[src/rtl/input_buffer_ctrl.sv]
// Sequencer for the activation input buffer: loads a tile into all row FIFOs in
// lockstep, streams it out on compute_go, then waits out the row skew and pulses done.
module input_buffer_ctrl #(
    parameter int SYS_ROWS   = 4,
    parameter int A_BITWIDTH = 8,
    parameter int DEPTH      = 16,
    parameter int CNT_W      = $clog2(DEPTH + 1)
) (
    input  logic                           clk,
    input  logic                           rst,
    input  logic                           cfg_valid,
    input  logic [CNT_W-1:0]               cfg_rows,
    output logic                           cfg_ready,
    output logic                           cfg_err,
    input  logic                           s_valid,
    output logic                           s_ready,
    input  logic [SYS_ROWS*A_BITWIDTH-1:0] s_data,
    input  logic [SYS_ROWS-1:0]            s_keep,
    input  logic                           compute_go,
    output logic [SYS_ROWS-1:0]            buf_wr_en,
    output logic [SYS_ROWS*A_BITWIDTH-1:0] buf_wr_data,
    output logic                           buf_read,
    output logic                           busy,
    output logic                           loaded,
    output logic                           done
);

    localparam logic [2:0] ST_IDLE   = 3'd0;
    localparam logic [2:0] ST_LOAD   = 3'd1;
    localparam logic [2:0] ST_WAIT   = 3'd2;
    localparam logic [2:0] ST_STREAM = 3'd3;
    localparam logic [2:0] ST_DRAIN  = 3'd4;

    localparam int DRAIN_W = $clog2(SYS_ROWS + 1);

    logic [2:0]         state_reg, state_next;
    logic [CNT_W-1:0]   len_reg, len_next;
    logic [CNT_W-1:0]   beat_cnt_reg, beat_cnt_next;
    logic [CNT_W-1:0]   rd_cnt_reg, rd_cnt_next;
    logic [DRAIN_W-1:0] drain_cnt_reg, drain_cnt_next;
    logic               go_pend_reg, go_pend_next;
    logic               done_reg, done_next;

    logic               cfg_ok;
    logic               beat;
    logic [CNT_W-1:0]   len_m1;

    assign cfg_ok = (cfg_rows != '0) && (cfg_rows <= CNT_W'(DEPTH));
    assign beat   = (state_reg == ST_LOAD) && s_valid;
    assign len_m1 = len_reg - CNT_W'(1);

    always_comb begin
        state_next     = state_reg;
        len_next       = len_reg;
        beat_cnt_next  = beat_cnt_reg;
        rd_cnt_next    = rd_cnt_reg;
        drain_cnt_next = drain_cnt_reg;
        go_pend_next   = go_pend_reg;
        done_next      = 1'b0;
        case (state_reg)
            ST_IDLE: begin
                if (cfg_valid && cfg_ok) begin
                    len_next      = cfg_rows;
                    beat_cnt_next = '0;
                    go_pend_next  = 1'b0;
                    state_next    = ST_LOAD;
                end
            end
            ST_LOAD: begin
                if (compute_go) begin
                    go_pend_next = 1'b1;
                end
                if (beat) begin
                    beat_cnt_next = beat_cnt_reg + CNT_W'(1);
                    if (beat_cnt_reg == len_m1) begin
                        rd_cnt_next = '0;
                        // A go seen on the final beat skips WAIT entirely
                        state_next  = (go_pend_reg || compute_go) ? ST_STREAM : ST_WAIT;
                    end
                end
            end
            ST_WAIT: begin
                if (compute_go) begin
                    rd_cnt_next = '0;
                    state_next  = ST_STREAM;
                end
            end
            ST_STREAM: begin
                rd_cnt_next = rd_cnt_reg + CNT_W'(1);
                if (rd_cnt_reg == len_m1) begin
                    drain_cnt_next = '0;
                    state_next     = ST_DRAIN;
                end
            end
            ST_DRAIN: begin
                drain_cnt_next = drain_cnt_reg + DRAIN_W'(1);
                if (drain_cnt_reg == DRAIN_W'(SYS_ROWS - 1)) begin
                    done_next  = 1'b1;
                    state_next = ST_IDLE;
                end
            end
            default: begin
                state_next = ST_IDLE;
            end
        endcase
    end

    always_ff @(posedge clk) begin
        if (rst) begin
            state_reg     <= ST_IDLE;
            len_reg       <= '0;
            beat_cnt_reg  <= '0;
            rd_cnt_reg    <= '0;
            drain_cnt_reg <= '0;
            go_pend_reg   <= 1'b0;
            done_reg      <= 1'b0;
        end else begin
            state_reg     <= state_next;
            len_reg       <= len_next;
            beat_cnt_reg  <= beat_cnt_next;
            rd_cnt_reg    <= rd_cnt_next;
            drain_cnt_reg <= drain_cnt_next;
            go_pend_reg   <= go_pend_next;
            done_reg      <= done_next;
        end
    end

    // done is registered so it lands len+SYS_ROWS cycles after the first read
    assign done      = done_reg;
    assign cfg_ready = (state_reg == ST_IDLE);
    assign cfg_err   = !rst && (state_reg == ST_IDLE) && cfg_valid && !cfg_ok;
    assign s_ready   = (state_reg == ST_LOAD);
    assign busy      = (state_reg != ST_IDLE);
    assign loaded    = (state_reg == ST_WAIT);
    assign buf_read  = (state_reg == ST_STREAM);
    assign buf_wr_en = {SYS_ROWS{beat && !rst}};

    generate
        for (genvar gi = 0; gi < SYS_ROWS; gi++) begin : g_lane
            assign buf_wr_data[gi*A_BITWIDTH +: A_BITWIDTH] =
                s_keep[gi] ? s_data[gi*A_BITWIDTH +: A_BITWIDTH] : '0;
        end
    endgenerate

endmodule
[config.mk]
export PLATFORM = sky130hd
export DESIGN_NAME = input_buffer_ctrl
export DESIGN_NICKNAME = d
export VERILOG_FILES = /design/src/rtl/input_buffer_ctrl.sv
export SDC_FILE = /design/constraint.sdc
export NUM_CORES = 1
export LEC_CHECK = 0
export BUFFER_PORTS_ARGS = -buffer_cell sky130_fd_sc_hd__buf_2
export CAP_MARGIN = 20
export CORE_MARGIN = 1
export CORE_UTILIZATION = 37
export DETAILED_ROUTE_END_ITERATION = 12
export PLACE_DENSITY_LB_ADDON = 0.3
export SYNTH_ARGS = -nofsm -noshare
export SYNTH_HDL_FRONTEND = slang
export SYNTH_SLANG_ARGS = --single-unit
[constraint.sdc]
create_clock -name clk -period 2.1 [get_ports clk]
set_input_delay 0.21 -clock clk [delete_from_list [all_inputs] [get_ports clk]]
set_output_delay 0.21 -clock clk [all_outputs]
set_load 0.05 [all_outputs]
* Yosys cells after proc, flatten, opt, wreduce, memory -nomap -nowiden
Cells that the tools add are included.
** Storage, ports and cells
- Logic and storage cells :: 75
- Input bits :: 46
- Output and inout port bits :: 43
- Register bits :: 23
** Cells by class
- Magnitude comparators :: 1
- Mux-type cells :: 25
- Bitwise gates (word level) :: 1
- Reduce and logical (&&, ||, !) cells :: 23
- Add/subtract/negate cells :: 4
- Eq/ne operators :: 14
** Operators with widths (count)
- 8-bit 2-to-1 mux :: 4
- 5-bit 2-to-1 mux :: 5
- 3-bit 2-to-1 mux :: 7
- 3-bit one-hot mux with 5 select lines :: 1
- 5-bit one-hot mux with 3 select lines :: 1
- 5-bit by 1-bit adder with 5-bit output, second input constant :: 2
- 5-bit equality test :: 2
- 2-bit by 1-bit inequality test with 1-bit output, second input constant :: 5
- 5-bit one-hot mux with 2 select lines :: 1
- 3-bit by 2-bit equality test with 1-bit output, second input constant :: 3
- 1-bit logical AND :: 7
- 3-bit one-hot mux with 2 select lines :: 1
- 3-bit AND reduction :: 2
- 6-bit AND reduction :: 1
- 3-bit nonzero test :: 2
- 5-bit <= comparator, second input constant :: 1
- 5-bit nonzero test :: 1
- 5-bit by 1-bit subtractor with 5-bit output, second input constant :: 1
- 1-bit 2-to-1 mux :: 4
- 2-bit inequality test, second input constant :: 2
- 2-bit AND reduction :: 2
- 4-bit AND reduction :: 1
- 2-bit nonzero test :: 2
- 3-bit by 1-bit adder with 3-bit output, second input constant :: 1
- other kinds (8) :: 9

* Logic depth before layout (Yosys ltp)
- Depth in word-level cells :: 5
- Gate-level depth with buffers :: 8

* Worst setup path before layout
Ideal clock, no wire load.
- Path kind :: reg2out
- Start :: reg state_reg[2]
- End :: out cfg_err
- Slack :: -0.668 ns
- Buffers on the path :: 1
- Data required time :: 1.890 ns
- Arrival time :: 2.558 ns
- Cell stages (with the launch flop) :: 4
- Cells stage by stage :: dfxtp_1 -> or3_1 -> buf_2 -> nor4b_1
** Between the ends
- Cells in the longest elaborated chain, start to end :: 4
** RTL lines
- start: declaration :: line 36 : logic [2:0] state_reg, state_next;
- start signal: assignment :: line 118 : state_reg <= state_next;
- 3-bit zero test :: line 131 : assign cfg_err = !rst && (state_reg == ST_IDLE) && cfg_valid && !cfg_ok;
- 1-bit logical AND (3 in series) :: line 131
- end: declaration :: line 14 : output logic cfg_err,
No other way between the ends.

* Worst setup path in the final report
- Start :: reg len_reg[0]
- End :: reg rd_cnt_reg[1]
** Between the ends
- Cells in the longest elaborated chain, start to end :: 4
** RTL lines
- start: declaration :: line 37 : logic [CNT_W-1:0] len_reg, len_next;
- start signal: assignment :: line 119 : len_reg <= len_next;
- 5-bit by 1-bit subtractor with 5-bit output :: line 50 : assign len_m1 = len_reg - CNT_W'(1);
- 5-bit equality test :: line 75 : if (beat_cnt_reg == len_m1) begin
- 2-bit by 1-bit inequality test with 1-bit output (no line)
- 4-bit AND reduction (no line)
- end signal: assignment :: line 121 : rd_cnt_reg <= rd_cnt_next;
- end: declaration :: line 39 : logic [CNT_W-1:0] rd_cnt_reg, rd_cnt_next;
No other way between the ends.
A chain may end at the register's enable or synchronous reset.

==> results.txt <==
- Outcome: completed
- Total standard cell area after synthesis: approximately 1600 sq um
* Total power divided by cell area: 793 nW/um^2
- Via-to-Cell Ratio: 4.94
- Sum Neg Setup Slack: 0 ps
* Highest fanout seen on the critical path: 5
* GRT Overall Usage: ~16%
- At the worst endpoint, the required time is ~2300 ps.
- The library cells used most frequently in the layout, excluding fill and tap cells, are buf_2 (88), and2_1 (33), dfxtp_1 (22), nand2_1 (19).
* WHS Endpoint: len_reg[3]$_SDFFE_PP0P_
- Number of synthesized flops with an enable pin: 0
- Boundary Pins: 89
- Final cycle utilization of the critical path: 93.8%
* Cell types occupying the most area after synthesis: dfxtp_1 (29%), and2_1 (13%), a21oi_1 (5.0%)
* Util after Layout: 52.7%
* Routed vias: 1,696
- In the synthesized netlist the dominant register cell turns out to be dfxtp_1.
* Final layout net count: 345
* Count of yosys warnings during synthesis: 0
- The die is 67.6 microns wide.
* Count of max-cap constraint violations: 0
- Compared with the post-synthesis result, the final layout area differs by 34.2%.
- The core region is 4060 sq um.
- In the final layout, the share of cells above drive strength 1 is 35.5%.
- Count of endpoints failing hold in the final timing report: 0
* Proportion of synthesized chip area in sequential cells: 28.9%
- The die covers 4570 sq um.
- Startpoint types: flip-flop
- In this run the deepest clock path goes through 2 buffers.
- Worst clock skew on the final layout: about 1.8 ps
- The initial utilization of the core area, before any placement, comes to 39.3%.
- Max H-tree Level: 1
- For this design, the slowest cell found on the critical path is o311a_1.
* Clock tree from TritonCTS: built
- The placed instances occupy a cell area of 2090 sq um.
* Worst hold path depth: 3
- Summed over all instances, the cell type with the most area after synthesis is dfxtp_1.
* Highest clock frequency the design can meet: 508 MHz
* Portion of synthesized cell area occupied by the leading cell type: between 20% and 30%
- Clock slew at the register clock pins of the worst setup and hold paths: 80 ps
- The first global-routing pass estimated 5.82 mm of wire.
* Placement Setup Slack: -86.5 ps
- Setup crit end kind: flip-flop
- Hpwl dp: 2.96 mm
- # setup viols final: 0
- Hold Slack: roughly 180 ps
- Data on the critical path arrives at its endpoint at 2130 ps.
* Post-DR wirelength/cell: approximately 11 microns
- Antenna Violating Nets Remaining: 0
- Leaving out fill and tap cells, the most frequent cell in the layout is buf_2.
- After routing the design area is 2140 sq um.
- In this run the worst hold path is classified as primary input to flip-flop.
- Max rail drop VDD: approximately 0.0011 V
- The number of different library cells used by synthesis comes to 43.
- Counting every instance in the synthesized netlist gives 207.
- Number of inserted diodes: 0
- Layout fillers: 390
- Post-route setup slack: 130 ps
* Async set-reset flop share out of synthesis: 0%
* Number of input and output port buffers inserted: ~90
* FF-to-FF setup slack: 130 ps
* FP Rows: 23
- Final Routed Wirelength: 3.68 mm
- The largest single stage delay on the critical path is 410 ps.
- Startpoint of the tightest hold check path: cfg_rows[3]
- The endpoint identified for the worst register-to-register timing path is rd_cnt_reg[1]$_SDFFE_PP0P_.
* Normalized max-slew margin: 68.4%
* Drt first pass iters: 4
- When the netlist entered floorplanning its net count stood at 258.
* Number of DRC violations after detailed-routing iteration 0: 40
- Mean cell area of the mapped netlist: 7.70 sq um
- Leakage power summed over all cells: 0.00107 uW
- The die is 67.6 microns tall.
- The initial antenna violation count was 0.
- Setup fix buffers added after clock tree synthesis: 0
- Cell-by-cell trace of the critical path: inv_1 -> ha_1 -> nor3b_1 -> nand3_1 -> o31a_1 -> o311a_1 -> a22o_1
- Number of global-route vias before repair: 1,401
- For the worst flop-to-flop path, the logic depth is 7.
- Counting every sink on the clock net gives 23.
* Seq. cell area: 462 sq um
* Worst setup path class: flip-flop to flip-flop
- Buffers inserted during clock tree synthesis total 3.
* Global route overflow: 0
- Pin count of the biggest net entering global routing: 24
- Clock tree synthesis selected as its root buffer the cell clkbuf_8.
- For the pin with the worst max-slew slack, the measured transition is 475 ps.
* Worst R2R Start: len_reg[0]$_SDFFE_PP0P_
* Shortest period the worst path allows: 1970 ps
* Pins over their slew limit: 0
* Flops & latches, synth: 23
- At the later pin of the worst-skew pair, clock insertion delay measures 260 ps.
- After detailed routing, the number of remaining DRC violations is 0.
- Routability-driven placement finished with a final weighted congestion of slightly below 0.8.
- Multi-input gate area in the final layout: approximately 1100 sq um
-- metrics by stage --
step,total power (uW),instances
2_1_floorplan,1230,207
3_3_place_gp,1410,339
3_5_place_dp,1420,339
4_1_cts,1690,343
5_1_grt,1800,343
6_report,1700,343
-- final cells by class --
class	instances	area share [%]
inverters	9	1.58
well taps	50	2.92
flip-flops and latches	23	21.6
repair buffers	92	22.0
clock buffers	4	2.11
multi-input cells	165	49.8
-- logic make-up after synthesis --
kind of cell / synth area share [%]
multiplexers: 0.706
XOR/XNOR: 8.32
AND/OR/NAND/NOR: 36.1
adder cells (fa/ha/maj): 3.92
flip-flops: 28.9
buffers and inverters: 5.49
AO/OA/AOI/OAI: 16.6
-- routing by layer --
layer / GRT usage [%] / vias up / wire (microns)
met4: 3.99 / 0 / 20
met5: 0 / - / 0
li1: - / 891 / -
met2: 28.8 / 53 / 1790
met3: 2.03 / 2 / 194
met1: 20.6 / 750 / 1670
-- where the power goes --
group / total [uW] / leakage (uW) / switching, uW / internal, uW
clock: 277 / 0.0000228 / 142 / 136
sequential: 551 / 0.000187 / 75.0 / 476
combinational: 869 / 0.000863 / 580 / 289
total: 1700 / 0.00107 / 796 / 900
-- worst max-delay path: cells and delay by family, from the launching register on --
kind                     cells  cell delay [ps]
AND/OR/NAND/NOR              2              410
buffers and inverters        1               80
flip-flops                   1              370
adder cells (fa/ha/maj)      1              220
AO/OA/AOI/OAI                3              790
-- worst max-delay path by stage --
| stage | from | end | slack, ps | depth (start not counted) |
|---|---|---|---|---|
| 2_1_floorplan | state_reg[2]$_SDFFE_PP0P_ | state_reg[0]$_SDFFE_PP0P_ | 20 | 7 |
| 3_3_place_gp | cfg_rows[3] | state_reg[0]$_SDFFE_PP0P_ | -30 | 7 |
| 5_1_grt | cfg_rows[3] | state_reg[0]$_SDFFE_PP0P_ | -20 | 7 |
| 3_5_place_dp | cfg_rows[3] | state_reg[0]$_SDFFE_PP0P_ | -90 | 7 |
| 6_report | len_reg[0]$_SDFFE_PP0P_ | rd_cnt_reg[1]$_SDFFE_PP0P_ | 130 | 7 |
| 4_1_cts | state_reg[0]$_SDFFE_PP0P_ | buf_wr_en[2] | 110 | 5 |
-- what timing repair did --
action,4_1_cts,5_1_grt
setup endpoints to repair,0,5
resized for setup,0,2
hold buffers,0,0
-- cells in the mapped netlist (all sizes together), types with 4 or more instances --
cell type	number
ha	5
nand2	19
buf	8
inv	9
nor2	17
o21ai	7
nor3	4
and3	4
nand3	8
and2	33
dfxtp	23
xor2	9
nand4	4
nand2b	7
a21oi	16
Note: power is estimated with default switching activity, not from simulation.
